`config.mk`:
```
export PLATFORM = sky130hd
export DESIGN_NAME = rr_grant_sched8
export DESIGN_NICKNAME = d
export VERILOG_FILES = /design/src/rtl/rr_grant_sched8_pkg.sv /design/src/rtl/rr_grant_sched8_pick8.sv /design/src/rtl/rr_grant_sched8.sv
export SDC_FILE = /design/constraint.sdc
export NUM_CORES = 1
export LEC_CHECK = 0
export CAP_MARGIN = 20
export CORE_UTILIZATION = 59
export CTS_CLUSTER_DIAMETER = 120
export DETAILED_ROUTE_END_ITERATION = 6
export PLACE_DENSITY = 0.86
export SYNTH_ARGS = -nofsm -noshare
export SYNTH_HDL_FRONTEND = slang
export SYNTH_HIERARCHICAL = 1
export SYNTH_SLANG_ARGS = --single-unit
```
`constraint.sdc`:
```
create_clock -name clk -period 5.4 [get_ports clk]
set_input_delay 1.08 -clock clk [delete_from_list [all_inputs] [get_ports clk]]
set_output_delay 1.08 -clock clk [all_outputs]
set_load 0.03 [all_outputs]
```
`src/rtl/rr_grant_sched8_pkg.sv`:
```
// ============================================================================
// Module   : rr_grant_sched8_pkg
// Brief    : Shared types and constants for the 8-way round-robin scheduler.
// Revision : 1.0 - initial release
// ============================================================================
`default_nettype none

package rr_grant_sched8_pkg;

    localparam int N_REQ  = 8;
    localparam int CODE_W = 3;

    localparam logic [0:0] ST_IDLE  = 1'b0;
    localparam logic [0:0] ST_GRANT = 1'b1;

    typedef enum logic [0:0] {
        IDLE  = ST_IDLE,
        GRANT = ST_GRANT
    } state_e;

endpackage

`default_nettype wire

```
`src/rtl/rr_grant_sched8_pick8.sv`:
```
// ============================================================================
// Module   : rr_pick8
// Brief    : Round-robin picker: first requester at or after ptr, wrapping.
// Revision : 1.0 - initial release
// ============================================================================
`default_nettype none

module rr_pick8
    import rr_grant_sched8_pkg::*;
(
    input  logic [N_REQ-1:0]  req,
    input  logic [CODE_W-1:0] ptr,
    output logic              any,
    output logic [CODE_W-1:0] winner
);

    logic [N_REQ-1:0]  w_rot;
    logic [CODE_W-1:0] w_off;
    logic [CODE_W-1:0] w_idx;

    // Rotate so that ptr lands on bit 0; index arithmetic wraps mod 8.
    always_comb begin
        w_rot = '0;
        w_idx = '0;
        for (int i = 0; i < N_REQ; i++) begin
            w_idx    = ptr + CODE_W'(i);
            w_rot[i] = req[w_idx];
        end
    end

    always_comb begin
        w_off = '0;
        for (int i = N_REQ - 1; i >= 0; i--) begin
            if (w_rot[i]) begin
                w_off = CODE_W'(i);
            end
        end
    end

    assign any    = |req;
    assign winner = w_off + ptr;

endmodule

`default_nettype wire

```
`src/rtl/rr_grant_sched8.sv`:
```
// ============================================================================
// Module   : rr_grant_sched8
// Brief    : Round-robin grant sequencer with hold limit and forced preemption.
// Revision : 1.0 - initial release
// ============================================================================
`default_nettype none

module rr_grant_sched8
    import rr_grant_sched8_pkg::*;
#(
    parameter int MAX_HOLD = 16,
    parameter int CNT_W    = 5
) (
    input  logic              clk,
    input  logic              rst,
    input  logic [N_REQ-1:0]  req,
    output logic              grant_valid,
    output logic [CODE_W-1:0] grant_code,
    output logic [N_REQ-1:0]  grant_onehot,
    output logic              preempt
);

    localparam logic [CNT_W-1:0] C_HOLD_LIMIT = CNT_W'(MAX_HOLD);
    localparam logic [CNT_W-1:0] C_CNT_SAT    = '1;
    localparam logic [CNT_W-1:0] C_CNT_ONE    = CNT_W'(1);
    localparam bit               C_LIMIT_EN   = (MAX_HOLD != 0);

    generate
        if ((64'd1 << CNT_W) <= 64'(MAX_HOLD)) begin : g_bad_cnt_w
            $error("rr_grant_sched8: CNT_W too narrow for MAX_HOLD");
        end
    endgenerate

    state_e            state_q,    state_d;
    logic [CODE_W-1:0] ptr_q,      ptr_d;
    logic [CODE_W-1:0] code_q,     code_d;
    logic [CNT_W-1:0]  hold_cnt_q, hold_cnt_d;
    logic              preempt_q,  preempt_d;

    logic              w_any;
    logic [CODE_W-1:0] w_winner;
    logic              w_owner_req;

    rr_pick8 u_pick (
        .req    (req),
        .ptr    (ptr_q),
        .any    (w_any),
        .winner (w_winner)
    );

    // While granted, only the owner's request line matters.
    assign w_owner_req = req[code_q];

    always_comb begin
        state_d    = state_q;
        ptr_d      = ptr_q;
        code_d     = code_q;
        hold_cnt_d = hold_cnt_q;
        preempt_d  = 1'b0;
        case (state_q)
            IDLE: begin
                if (w_any) begin
                    state_d    = GRANT;
                    code_d     = w_winner;
                    hold_cnt_d = C_CNT_ONE;
                end
            end
            GRANT: begin
                if (!w_owner_req) begin
                    state_d = IDLE;
                    ptr_d   = code_q + CODE_W'(1);
                end else if (C_LIMIT_EN && (hold_cnt_q == C_HOLD_LIMIT)) begin
                    state_d   = IDLE;
                    ptr_d     = code_q + CODE_W'(1);
                    preempt_d = 1'b1;
                end else if (hold_cnt_q != C_CNT_SAT) begin
                    hold_cnt_d = hold_cnt_q + C_CNT_ONE;
                end
            end
            default: begin
                state_d = IDLE;
            end
        endcase
    end

    always_ff @(posedge clk) begin
        if (rst) begin
            state_q    <= IDLE;
            ptr_q      <= '0;
            code_q     <= '0;
            hold_cnt_q <= '0;
            preempt_q  <= 1'b0;
        end else begin
            state_q    <= state_d;
            ptr_q      <= ptr_d;
            code_q     <= code_d;
            hold_cnt_q <= hold_cnt_d;
            preempt_q  <= preempt_d;
        end
    end

    assign grant_valid = (state_q == GRANT);
    assign grant_code  = code_q;
    assign preempt     = preempt_q;

    // Gated decode: a stale code never reaches the select lines.
    generate
        for (genvar gi = 0; gi < N_REQ; gi++) begin : g_onehot
            assign grant_onehot[gi] = grant_valid && (code_q == CODE_W'(gi));
        end
    endgenerate

endmodule

`default_nettype wire

```
==> summary.md, run 1 <==
| Metric | Value |
|---|---|
| CTS tree | `done` |
| Core Util, Final | `0.714` |
| Crit start category | `input port` |
| Largest area contributor in the netlist | `dfxtp_1` |
| Xor/xnor share of the synthesized area | `0.0339` |
| Distinct cells, synth | `43` |
| CP Data Required Time | `5.54 ns` |
| Reg clk slew, reported paths | `0.07 ns` |
| CTS Root Cell | `clkbuf_4` |
| Crit path max fanout | `7` |
| Initial core utilization | `0.626` |
| IO Count | `23` |
| # nets final | `203` |
| Sequential fraction of design power | `0.256` |
| Drt drc | `0` |
| # clock sinks | `13` |
| Unrepaired setup endpoints after global routing | `false` |
| Std cell rows | `18` |
| CP arrival | `~4.0 ns` |
| Initial antenna violation count | `0` |
| Final Instance Area | `1770 um^2` |
| Syn_area_per_cell | `9.57 um^2` |
| Drt wl/cell | `16.1 um` |
| Synth top area share | `0.168` |
| CP Cell Sequence | `clkdlybuf4s50_1 > mux4_2 > o221ai_1 > nor2b_1 > o211ai_1 > a21oi_1 > ha_1 > inv_1 > fa_1 > xnor2_1 > xnor2_1 > mux2i_1 > nor2_1` |
| CP peak stage delay | `roughly 0.52 ns` |
| DIE AREA | `2840 um^2` |
| Worst Hold Class | `register to register` |
| Static Leak | `0.651 nW` |
| Die extent in x | `53.3 um` |
| Die Y-Extent | `between 50 and 60 um` |
| Worst-Skew Late Latency | `0.28 ns` |
| Max Clk Rate | `0.262 GHz` |
| Post-DP HPWL | `approximately 2600 um` |
| Vias/cell | `6.33` |
| CP top delay family | `multiplexers` |
| Seq. cell area | `260 um^2` |
| Endpoints failing hold | `0` |
| Max-Cap Viols | `0` |
| # fillers | `205` |
| Layout cells sized above 1 | `0.106` |
| Int Power | `between 0.3 and 0.4 mW` |
| PwrDens | `344 nW/um^2` |
| Slowest CP cell | `clkdlybuf4s50_1` |
| Post-CTS Hold Buffers | `0` |
| Worst hold slack | `slightly above 0.5 ns` |
| Sequential share of the synthesized area | `0.168` |
| Port Buffer Count | `22` |
| Largest family of logic cells by synthesized area | `multiplexers` |
| Fin crit share | `0.706` |
| Rel. slew slack | `0.583` |
| Placed cell area | `approximately 1700 um^2` |
| Clock share of power | `0.097` |
| Number of global-route vias before repair | `around 1,200` |
| Comb pwr share | `0.647` |
| Post-synth ARST share | `0` |
| Total Routing Usage GR | `0.271` |
| # resized after CTS | `0` |
| Total power draw | `slightly above 0.6 mW` |
| Via count | `1,323` |
| Syn_nets | `185` |
| NetSw | `0.281 mW` |
| Setup bufs post-CTS | `0` |
| Drt initial violations | `26` |
| RePlAce Congestion | `0.880` |
| Setup TNS | `0 ns` |
| CP Buf/Inv Count | `2` |
| Dpl ws | `around 1.3 ns` |
| Final Max Slew Viols | `0` |
| Synthesized netlist cell count | `162` |
| Seq cells post-synth | `13` |
| First-pass GRT wire length | `roughly 5500 um` |
| Router iterations before antenna repair | `4` |
| Post-DRT Antenna Nets | `0` |
| Min cycle time layout | `3.81 ns` |
| Post-Synth Adder-Cell Area | `0.110` |
| N_diodes | `0` |
| Final setup fails | `0` |
| CP Class | `input port to register` |
| CTS Buffer Depth | `2` |
| Critical Path Sink Type | `register` |
| Largest cells by area after synthesis | `dfxtp_1, mux2i_1, ha_1, mux4_2, mux2_2` |
| Slew @ Worst Pin | `between 0.6 and 0.7 ns` |
| GRT overflow | `0` |
| Post-synthesis compound-gate area fraction | `0.116` |
| Synth warnings | `6` |
| Routed WL | `3360 um` |
| Slack of the critical path | `1.59 ns` |
| Layout Cells excl Fill | `209` |
| Post-synth EDFFs | `0` |
| Maximum vdd drop | `230 uV` |
| Commonest cells after routing, fill and taps aside | `clkdlybuf4s50_1, mux2i_1, dfxtp_1` |
| Post-synthesis simple-gate area fraction | `0.206` |
| Sw frac | `0.461` |
| Pin count of the biggest net entering global routing | `18` |
| Multi-input logic area | `between 1000 and 1500 um^2` |
| Multiplexer share of the synthesized area | `0.303` |
| Most used DFF post-synth | `dfxtp_1` |
| Area Growth Syn to Fin | `14.1%` |
| CP most frequent cell | `xnor2_1` |
| CTS buffer count | `3` |
| Most common cell after layout, fill and taps aside | `clkdlybuf4s50_1` |
| Htree depth | `1` |
| Core area | `2480 um^2` |
| Status | `finished, final reports clean` |
| Netlist Area Pre-Place | `1550 um^2` |
| Cells after DPL | `205` |
| Worst Skew | `0.00686 ns` |
worst paths after layout:
kind	slack (ns)	to	startpoint	cells past startpoint
max	1.59	grant_code[2]$_SDFFE_PP0P_	req[7]	13
min	0.51	hold_cnt_q[0]$_SDFFE_PP0P_	hold_cnt_q[0]$_SDFFE_PP0P_	1
max reg2reg	1.68	grant_code[2]$_SDFFE_PP0P_	ptr_q[1]$_SDFFE_PP0P_	15
min reg2reg	0.51	hold_cnt_q[0]$_SDFFE_PP0P_	hold_cnt_q[0]$_SDFFE_PP0P_	1
flip-flops by register name, summed over array words and instances, names as in the netlist:
| register | count |
|---|---|
| grant_code | 3 |
| grant_valid | 1 |
| hold_cnt_q | 5 |
| preempt | 1 |
| ptr_q | 3 |
per-layer routing:
metal,GRT usage,wire length (um)
met1,0.380,1450
met5,0,0
met3,0.0431,250
met2,0.429,1620
met4,0.0658,37
final cells by class:
type	instances	share of cell area
Multi-Input combinational cell	131	0.673
Sequential cell	13	0.147
Timing Repair Buffer	22	0.124
Tap cell	30	0.0212
Inverter	9	0.0191
Clock buffer	4	0.0149
synth_stat cells, types with 3 or more instances:
library cell / number
mux2i_1: 21
dfxtp_1: 13
ha_1: 12
inv_1: 9
a21oi_1: 7
nand2_1: 7
nor2_1: 7
o211ai_1: 6
and2_1: 5
mux2_2: 5
mux4_2: 5
nand2b_1: 5
and3_1: 4
nand3_1: 4
nor2b_1: 4
buf_6: 3
mux2_1: 3
nor3b_1: 3
o21ai_0: 3
o221ai_1: 3
xnor2_1: 3
xor2_1: 3
kinds of logic after synthesis:
kind of cell               count (synthesis)
DFF                                       13
buffers and inverters                     18
adders and majority gates                 13
xor gates and xnor gates                   6
muxes                                     37
AOI/OAI and AO/OA                         24
and+or+nand+nor                           51
power by group through the flow:
stage | combinational [mW] | clock, mW | sequential [mW]
floorplan | 0.317 | 0 | 0.147
global placement | 0.374 | 0 | 0.155
detailed placement | 0.391 | 0 | 0.158
CTS | 0.393 | 0.0606 | 0.155
global route | 0.429 | 0.0640 | 0.161
finish | 0.394 | 0.0591 | 0.156
No activity file was read; power rests on OpenSTA's default activity.
==> run 2, diff against run 1 <==
--- a/config.mk
+++ b/config.mk
@@ -6,10 +6,10 @@
 export NUM_CORES = 1
 export LEC_CHECK = 0
 export CAP_MARGIN = 20
-export CORE_UTILIZATION = 59
+export CORE_UTILIZATION = 55
 export CTS_CLUSTER_DIAMETER = 120
 export DETAILED_ROUTE_END_ITERATION = 6
-export PLACE_DENSITY = 0.86
+export PLACE_DENSITY = 0.81
 export SYNTH_ARGS = -nofsm -noshare
 export SYNTH_HDL_FRONTEND = slang
 export SYNTH_HIERARCHICAL = 1
==> constraint.sdc (replaced) <==
create_clock -name clk -period 3.8 [get_ports clk]
set_input_delay 0.76 -clock clk [delete_from_list [all_inputs] [get_ports clk]]
set_output_delay 0.76 -clock clk [all_outputs]
set_load 0.03 [all_outputs]
==> run 2 against run 1 <==
- first-iteration DRC count is the same
- core utilization fell by 0.75 points
- critical path depth stayed put
- combinational power grew 52%
- power rose by 45%
- worst hold slack worse by 0.0084 ns
- final cell count grew 2.9%
- die area grew 7.0%
- clock power rose by 42%
- sequential power rose by 29%
- largest power group unchanged
==> summary.md, run 2 (synthesis gave the netlist of run 1 again) <==
| Metric | Value |
|---|---|
| CTS Root Cell | `clkbuf_4` |
| Reg clk slew, reported paths | `0.08 ns (about the same)` |
| Status | `finished, final reports clean` |
| Port Buffer Count | `22 (unchanged)` |
| Slowest CP cell | `mux4_2` |
| GRT overflow | `0 (unchanged)` |
| Seq. cell area | `260 um^2 (unchanged)` |
| Total Routing Usage GR | `0.267 (-0.00391)` |
| Core area | `2570 um^2 (+3.6%)` |
| Initial core utilization | `0.604 (-0.0220)` |
| Placed cell area | `1790 um^2 (+2.6%)` |
| CTS Buffer Depth | `2 (unchanged)` |
| CP Class | `input port to register` |
| # fillers | `204 (-0.49%)` |
| Worst-Skew Late Latency | `0.28 ns (about the same)` |
| Number of global-route vias before repair | `1,308 (+9.2%)` |
| Maximum vdd drop | `364 uV (+58%)` |
| Die Y-Extent | `55.1 um (+3.4%)` |
| Max reg flops | `5 (unchanged)` |
| Router iterations before antenna repair | `4 (unchanged)` |
| Multi-input logic area | `1190 um^2 (unchanged)` |
| Crit path max fanout | `3 (-4)` |
| Setup bufs post-CTS | `0 (unchanged)` |
| Critical Path Sink Type | `register` |
| Via count | `1,335 (+0.91%)` |
| Unrepaired setup endpoints after global routing | `false` |
| Die extent in x | `55.1 um (+3.4%)` |
| CP Buf/Inv Count | `2 (unchanged)` |
| Layout cells sized above 1 | `0.135 (+0.0290)` |
| RePlAce Congestion | `0.833 (-5.3%)` |
| First-pass GRT wire length | `5640 um (+2.5%)` |
| Static Leak | `0.680 nW (+4.6%)` |
| Register bank with the most flops | `hold_cnt_q` |
| Cells after DPL | `211 (+2.9%)` |
| Max-Cap Viols | `0 (unchanged)` |
| Drt drc | `0 (unchanged)` |
| Rel. slew slack | `0.590 (+0.00687)` |
| Layout Cells excl Fill | `215 (+2.9%)` |
| Crit start category | `input port` |
| N_diodes | `0 (unchanged)` |
| # nets final | `209 (+3.0%)` |
| DIE AREA | `3030 um^2 (+7.0%)` |
| Final setup fails | `0 (unchanged)` |
| Worst Skew | `0.00858 ns (+0.00172 ns)` |
| Min cycle time layout | `3.44 ns` |
| CTS buffer count | `3 (unchanged)` |
| Most common cell after layout, fill and taps aside | `clkdlybuf4s50_1` |
| Post-DP HPWL | `2810 um (+8.7%)` |
| Drt initial violations | `26 (unchanged)` |
| PwrDens | `486 nW/um^2 (+41%)` |
| Drt wl/cell | `16.7 um (+4.0%)` |
| Std cell rows | `18 (unchanged)` |
| Final Instance Area | `1810 um^2 (+2.5%)` |
| Fin crit share | `0.906` |
| Endpoints failing hold | `0 (unchanged)` |
| CP Cell Sequence | `clkdlybuf4s50_1 > mux4_2 > o221ai_1 > nor2b_1 > o211ai_1 > a21oi_1 > ha_1 > inv_1 > fa_1 > xnor2_1 > xnor2_1 > mux2i_1 > nor2_1` |
| Area Growth Syn to Fin | `17.0%` |
| Pin count of the biggest net entering global routing | `17 (-1)` |
| Total power draw | `0.882 mW (+45%)` |
| Vias/cell | `6.21 (-1.9%)` |
| Post-DRT Antenna Nets | `0 (unchanged)` |
| Routed WL | `3590 um (+7.0%)` |
| # clock sinks | `13 (unchanged)` |
| CTS tree | `done` |
| CP Data Required Time | `3.95 ns (-1.59 ns)` |
| Initial antenna violation count | `0 (unchanged)` |
| # resized after CTS | `0 (unchanged)` |
| CP top delay family | `multiplexers` |
| Commonest cells after routing, fill and taps aside | `clkdlybuf4s50_1, mux2i_1, dfxtp_1` |
| CP peak stage delay | `0.50 ns (-0.02 ns)` |
| Slew @ Worst Pin | `0.614 ns (-0.0103 ns)` |
| Worst Hold Class | `register to register` |
| Post-CTS Hold Buffers | `0 (unchanged)` |
| CP arrival | `3.59 ns (-0.36 ns)` |
| Final Max Slew Viols | `0 (unchanged)` |
| IO Count | `23 (unchanged)` |
| Htree depth | `1 (unchanged)` |
| CP most frequent cell | `xnor2_1` |
| Setup TNS | `0 ns (unchanged)` |
| Max Clk Rate | `0.291 GHz` |
## run 2: worst paths after layout
| check | depth (start not counted) | slack [ns] | endpoint | start |
|---|---|---|---|---|
| setup / recovery | 13 | 0.36 | grant_code[2]$_SDFFE_PP0P_ | req[7] |
| hold / removal | 1 | 0.50 | hold_cnt_q[0]$_SDFFE_PP0P_ | hold_cnt_q[0]$_SDFFE_PP0P_ |
| setup reg to reg | 15 | 0.52 | grant_code[2]$_SDFFE_PP0P_ | ptr_q[1]$_SDFFE_PP0P_ |
| hold reg to reg | 1 | 0.50 | hold_cnt_q[0]$_SDFFE_PP0P_ | hold_cnt_q[0]$_SDFFE_PP0P_ |
## run 2: layer usage
layer  part of all wire  global-route usage  vias to the layer above  routed length [um]
met4              0.016              0.0917                        0                  59
met5                  0                   0                        -                   0
met2               0.52               0.480                       29                1850
met1               0.43               0.320                      649                1530
li1                   -                   -                      649                   -
met3              0.042              0.0410                        8                 151
## run 2: worst register-to-register path: stages (launching register included)
cell and delay, ns:
dfxtp_1 0.33, inv_1 0.08, ha_1 0.55, mux2i_1 0.17, mux2i_1 0.15, o221ai_1 0.27, o21ai_0 0.21, o211ai_1 0.14
a21oi_1 0.17, ha_1 0.16, inv_1 0.04, fa_1 0.37, xnor2_1 0.15, xnor2_1 0.16, mux2i_1 0.14, nor2_1 0.06
## run 2: through the flow
step	hold slack [ns]	setup WS, ns	util
2_1_floorplan	0.455	0.724	-
3_3_place_gp	0.482	0.284	0.696
3_5_place_dp	0.493	0.0902	0.696
4_1_cts	0.506	0.372	0.707
5_1_grt	0.535	0.173	0.707
6_report	0.499	0.359	0.707
## run 2: power breakdown
group	switching, mW	leakage (nW)	internal [mW]	total, mW
logic	0.322	0.559	0.276	0.598
clock network	0.0432	0.0150	0.0408	0.0840
registers	0.0436	0.106	0.157	0.201
## run 2: cell type report
class                   count  share of cell area
clock buffers               4              0.0145
inverters                   9              0.0186
multi-input cells         131               0.657
repair buffers             28               0.146
well taps                  30              0.0207
flip-flops and latches     13               0.143
==> run 3, diff against run 2 <==
--- a/config.mk
+++ b/config.mk
@@ -9,7 +9,7 @@
 export CORE_UTILIZATION = 55
 export CTS_CLUSTER_DIAMETER = 120
 export DETAILED_ROUTE_END_ITERATION = 6
-export PLACE_DENSITY = 0.81
+export PLACE_DENSITY_LB_ADDON = 0.25
 export SYNTH_ARGS = -nofsm -noshare
 export SYNTH_HDL_FRONTEND = slang
 export SYNTH_HIERARCHICAL = 1
==> run 3 against run 2 <==
- sequential share of layout area is the same
- worst hold slack lost 0.0038 ns
- sequential power is essentially flat
- count of clock-buffer cells in the layout is the same
- combinational power shrank 2%
- critical path type unchanged
==> summary.md, run 3 (synthesis gave the netlist of run 1 again) <==
| Metric | Value |
|---|---|
| Die extent in x | `55.1 um (unchanged)` |
| DIE AREA | `3030 um^2 (unchanged)` |
| Rel. slew slack | `0.602 (+0.0117)` |
| Fin crit share | `0.876 (-0.0296)` |
| Core area | `2570 um^2 (unchanged)` |
| Static Leak | `0.680 nW (unchanged)` |
| Sequential fraction of design power | `0.228 (about the same)` |
| CTS Buffer Depth | `2 (unchanged)` |
| Cells after DPL | `211 (unchanged)` |
| Total Routing Usage GR | `0.227 (-0.0398)` |
| Drt initial violations | `33 (+27%)` |
| GRT overflow | `0 (unchanged)` |
| Final Max Slew Viols | `0 (unchanged)` |
| Std cell rows | `18 (unchanged)` |
| Maximum vdd drop | `393 uV (+7.9%)` |
| Status | `finished, final reports clean` |
| Drt drc | `0 (unchanged)` |
| Initial core utilization | `0.604 (unchanged)` |
| FF-to-FF End | `grant_code[2]$_SDFFE_PP0P_` |
| Clock share of power | `0.097 (+0.002)` |
| Sw frac | `0.454 (-0.00944)` |
| Post-DRT Antenna Nets | `0 (unchanged)` |
| N_diodes | `0 (unchanged)` |
| Setup TNS | `0 ns (unchanged)` |
| Register bank with the most flops | `hold_cnt_q` |
| Post-CTS Hold Buffers | `0 (unchanged)` |
| CP arrival | `3.48 ns (-0.11 ns)` |
| # clock sinks | `13 (unchanged)` |
| Worst Skew | `0.000500 ns (-0.00808 ns)` |
| Critical Path Sink Type | `register` |
| Critical Path Start | `req[0]` |
| Reg2reg path depth | `15 (unchanged)` |
| NetSw | `0.394 mW (-3.5%)` |
| Area Growth Syn to Fin | `17.0% (unchanged)` |
| Die Y-Extent | `55.1 um (unchanged)` |
| Port Buffer Count | `22 (unchanged)` |
| First-pass GRT wire length | `4980 um (-12%)` |
| CTS Root Cell | `clkbuf_4` |
| Reg clk slew, reported paths | `0.07 ns (about the same)` |
| Drt wl/cell | `14.8 um (-11%)` |
| Unrepaired setup endpoints after global routing | `false` |
| Final setup fails | `0 (unchanged)` |
| Most common cell after layout, fill and taps aside | `clkdlybuf4s50_1` |
| # resized after CTS | `0 (unchanged)` |
| RePlAce Congestion | `0.871 (+4.6%)` |
| Post-DP HPWL | `2400 um (-14%)` |
| Number of global-route vias before repair | `1,133 (-13%)` |
| CP Data Required Time | `3.95 ns (about the same)` |
| Worst Hold Class | `register to register` |
| Comb pwr share | `0.675 (-0.002)` |
| Setup bufs post-CTS | `0 (unchanged)` |
| CP Class | `input port to register` |
| Router iterations before antenna repair | `4 (unchanged)` |
| Layout Cells excl Fill | `215 (unchanged)` |
| # nets final | `209 (unchanged)` |
| CTS tree | `done` |
| Max Clk Rate | `0.300 GHz (+3.4%)` |
| Worst setup path end | `grant_code[2]$_SDFFE_PP0P_` |
| CTS buffer count | `3 (unchanged)` |
| RR Startpoint | `ptr_q[1]$_SDFFE_PP0P_` |
| IO Count | `23 (unchanged)` |
| PwrDens | `479 nW/um^2 (-1.5%)` |
| Layout cells sized above 1 | `0.135 (unchanged)` |
| Max reg flops | `5 (unchanged)` |
| Endpoints failing hold | `0 (unchanged)` |
| Total power draw | `0.869 mW (-1.5%)` |
| Via count | `1,309 (-1.9%)` |
| Min cycle time layout | `3.33 ns (-0.112 ns)` |
| Crit start category | `input port` |
| Routed WL | `3190 um (-11%)` |
| Int Power | `0.475 mW (+0.19%)` |
| Initial antenna violation count | `0 (unchanged)` |
| Max-Cap Viols | `0 (unchanged)` |
| Core Util, Final | `0.707 (unchanged)` |
| Htree depth | `1 (unchanged)` |
| Slew @ Worst Pin | `0.597 ns (-0.0175 ns)` |
| Crit path max fanout | `8 (+5)` |
| Worst-Skew Late Latency | `0.27 ns (about the same)` |
| Commonest cells after routing, fill and taps aside | `clkdlybuf4s50_1, mux2i_1, dfxtp_1` |
| Pin count of the biggest net entering global routing | `17 (unchanged)` |
| Worst R2R Setup Slack | `0.63 ns (+0.11 ns)` |
| Vias/cell | `6.09 (-1.9%)` |
[run 3: cell counts in the layout (fill, tap and decap cells not counted)]
Identical to the previous run, type by type.
[run 3: routing by layer]
layer,wire (um),vias up,GRT usage
li1,-,643,-
met1,1490,626,0.311
met2,1500,36,0.378
met3,165,4,0.0355
met4,32,0,0.0458
met5,0,-,0
[run 3: through the flow]
step	cell area, um^2	hold WS (ns)	setup slack (ns)
floorplan	1550	0.455	0.724
global placement	1790	0.476	0.280
detailed placement	1790	0.484	0.217
CTS	1810	0.496	0.483
global route	1810	0.531	0.290
finish	1810	0.495	0.471
[run 3: worst min path at each step]
stage                                from                    endpoint  slack (ns)  cells after the start
2_1_floorplan  hold_cnt_q[0]$_SDFFE_PP0P_  hold_cnt_q[0]$_SDFFE_PP0P_        0.45                      1
3_3_place_gp   hold_cnt_q[0]$_SDFFE_PP0P_  hold_cnt_q[0]$_SDFFE_PP0P_        0.48                      1
3_5_place_dp   hold_cnt_q[0]$_SDFFE_PP0P_  hold_cnt_q[0]$_SDFFE_PP0P_        0.48                      1
4_1_cts        hold_cnt_q[0]$_SDFFE_PP0P_  hold_cnt_q[0]$_SDFFE_PP0P_        0.50                      1
5_1_grt        hold_cnt_q[0]$_SDFFE_PP0P_  hold_cnt_q[0]$_SDFFE_PP0P_        0.53                      1
6_report       hold_cnt_q[0]$_SDFFE_PP0P_  hold_cnt_q[0]$_SDFFE_PP0P_        0.50                      1
[run 3: cell type report]
| cell class | instances | area, um^2 |
|---|---|---|
| clock buffer | 4 | 26.3 |
| fill | 197 | 753 |
| inverter | 9 | 33.8 |
| multi-input combinational | 131 | 1190 |
| sequential | 13 | 260 |
| tap | 30 | 37.5 |
| timing repair buffer | 28 | 265 |
[run 3: power by group through the flow]
stage / Combinational, mW / Sequential, mW / Clock [mW]
6_report: 0.586 / 0.198 / 0.0845
3_3_place_gp: 0.567 / 0.201 / 0
3_5_place_dp: 0.582 / 0.202 / 0
2_1_floorplan: 0.450 / 0.208 / 0
4_1_cts: 0.584 / 0.199 / 0.0861
5_1_grt: 0.642 / 0.205 / 0.0922
[run 3: worst max-delay path, cell delays in order]
cell	delay [ns]
clkdlybuf4s50_1	0.53
mux4_1	0.57
mux2i_1	0.26
o211ai_1	0.14
a21oi_1	0.17
ha_1	0.16
inv_1	0.05
fa_1	0.37
xnor2_1	0.15
xnor2_1	0.15
mux2i_1	0.12
nor2_1	0.05
==> RTL edit (flow settings as in run 1) <==
The package constant `CODE_W` goes from 3 to 6.
--- a/src/rtl/rr_grant_sched8_pkg.sv
+++ b/src/rtl/rr_grant_sched8_pkg.sv
@@ -8,7 +8,7 @@
 package rr_grant_sched8_pkg;
 
     localparam int N_REQ  = 8;
-    localparam int CODE_W = 3;
+    localparam int CODE_W = 6;
 
     localparam logic [0:0] ST_IDLE  = 1'b0;
     localparam logic [0:0] ST_GRANT = 1'b1;
Ports: changed (resized grant_code); port bits go from 23 to 26. No check against the original RTL was run, so the function may have changed too.
==> RTL edit against run 1 <==
The flow now finishes with violations (design-rule violations); via count is 20% higher; synthesized area is 17% higher; first-iteration DRC count grew to 5.7 times the old value; register-to-register slack worse by 0.36 ns; combinational power is 54% higher; hold slack better by 0.0042 ns; final cell count is 21% higher; routed wire length is 27% higher; global-route usage is 1.6 points higher; critical path type unchanged; final area is 17% higher; sequential share of layout area is 3.7 points higher; sequential cell count is 6 higher; total power is 54% higher; worst setup slack worse by 0.28 ns.
==> RTL edit: results (changes against run 1) <==
| Metric | Value |
|---|---|
| Status | `finished with violations` |
| Failing checks | `design-rule violations` |
| Fin cells | `253 (+21%)` |
| Met3 Resource Use GR | `2.49% (-1.8 points)` |
| Hold Path Cell Cnt | `2 (+1)` |
| Reg power frac | `27.4% (+1.8 points)` |
| Maximum VDD drop | `265 uV (+15%)` |
| Syn Area/Cell | `8.92 sq um (-6.7%)` |
| Worst slew pin tran | `1.03 ns (+0.405 ns)` |
| Hold path startpoint | `hold_cnt_q[4]` |
| Post-synthesis adder-cell area fraction | `9.39% (-1.6 points)` |
| First-pass GRT wire length | `7490 um (+36%)` |
| Yosys cell types | `45 (+4.7%)` |
| R2R Setup Slk | `1.32 ns (-0.36 ns)` |
| Largest net degree at the start of global routing | `20 (+2)` |
| DRC viols | `2 (+2)` |
| Clock Skews | `0.00251 ns (-0.00435 ns)` |
| Final Cell Area | `2060 sq um (+17%)` |
| Multiplexer share of the synthesized area | `23.8% (-6.5 points)` |
| Worst R2R End | `grant_code[4]` |
| Top cells by instance count after synthesis | `nor2_1 (21), dfxtp_1 (19), nand2_1 (19)` |
| Clock Pin Slew Worst Setup and Hold Paths | `0.11 ns (+0.04 ns)` |
| Final Wtd Congestion | `0.891 (+1.3%)` |
| DP Wirelength | `3230 um (+25%)` |
| LEAKAGE | `0.756 nW (+16%)` |
| Clock net power | `73.0 uW (+24%)` |
| 1st-iter DRT viols | `149 (+470%)` |
| Syn_nets | `226 (+22%)` |
| Place WS | `1.05 ns (-0.279 ns)` |
| Post-synthesis xor/xnor area fraction | `5.32% (+1.9 points)` |
| Top post-synthesis cells by area | `dfxtp_1 (21%), mux4_2 (11%), ha_1 (8.3%), mux2i_1 (7.2%), nor2_1 (4.4%)` |
==> RTL edit: changes by cell type in the layout (fill, tap and decap cells not counted), sizes merged, moves of 4 or more <==
cell    before  now
a21oi        7   11
and2         5    9
a211oi       0    5
mux2i       21   13
mux2        10    4
xnor2        3    7
o211ai       6    2
dfxtp       13   19
nor2         7   21
mux4         6   11
nand2        7   20
==> RTL edit: area by class of cell <==
cell class                      count  area, sq um  share of cell area (%)
Tap cell                           31         38.8                    1.88
Timing Repair Buffer               25          250                    12.1
Sequential cell                    19          380                    18.4
Multi-Input combinational cell    163         1330                    64.2
Clock buffer                        3         22.5                    1.09
Clock inverter                      1         5.00                   0.242
Inverter                           11         41.3                    2.00
==> RTL edit: routing by layer <==
layer	part of all wire (%)	up-vias
met5	0	-
met4	0.94	0
met3	4.9	6
met2	50	61
met1	44	757
li1	-	766
==> RTL edit: worst max-delay path by stage <==
| stage | to | startpoint |
|---|---|---|
| 6_report | grant_code[4] | req[7] |
| 5_1_grt | grant_code[4] | ptr_q[0] |
| 4_1_cts | grant_code[4] | req[7] |
| 3_5_place_dp | grant_code[4] | req[7] |
| 3_3_place_gp | grant_code[4] | req[7] |
| 2_1_floorplan | grant_code[4] | ptr_q[1] |
==> RTL edit: worst max-delay path: stages <==
cell and delay (ns):
clkdlybuf4s50_1 0.62, mux2i_1 0.17, mux4_2 0.54, o32a_1 0.32, nor2b_1 0.14, a31oi_1 0.17, ha_1 0.20, inv_1 0.06
fa_1 0.40, nor2b_1 0.13, o21ai_0 0.12, xnor2_1 0.16, nand2_1 0.07, a21oi_1 0.14
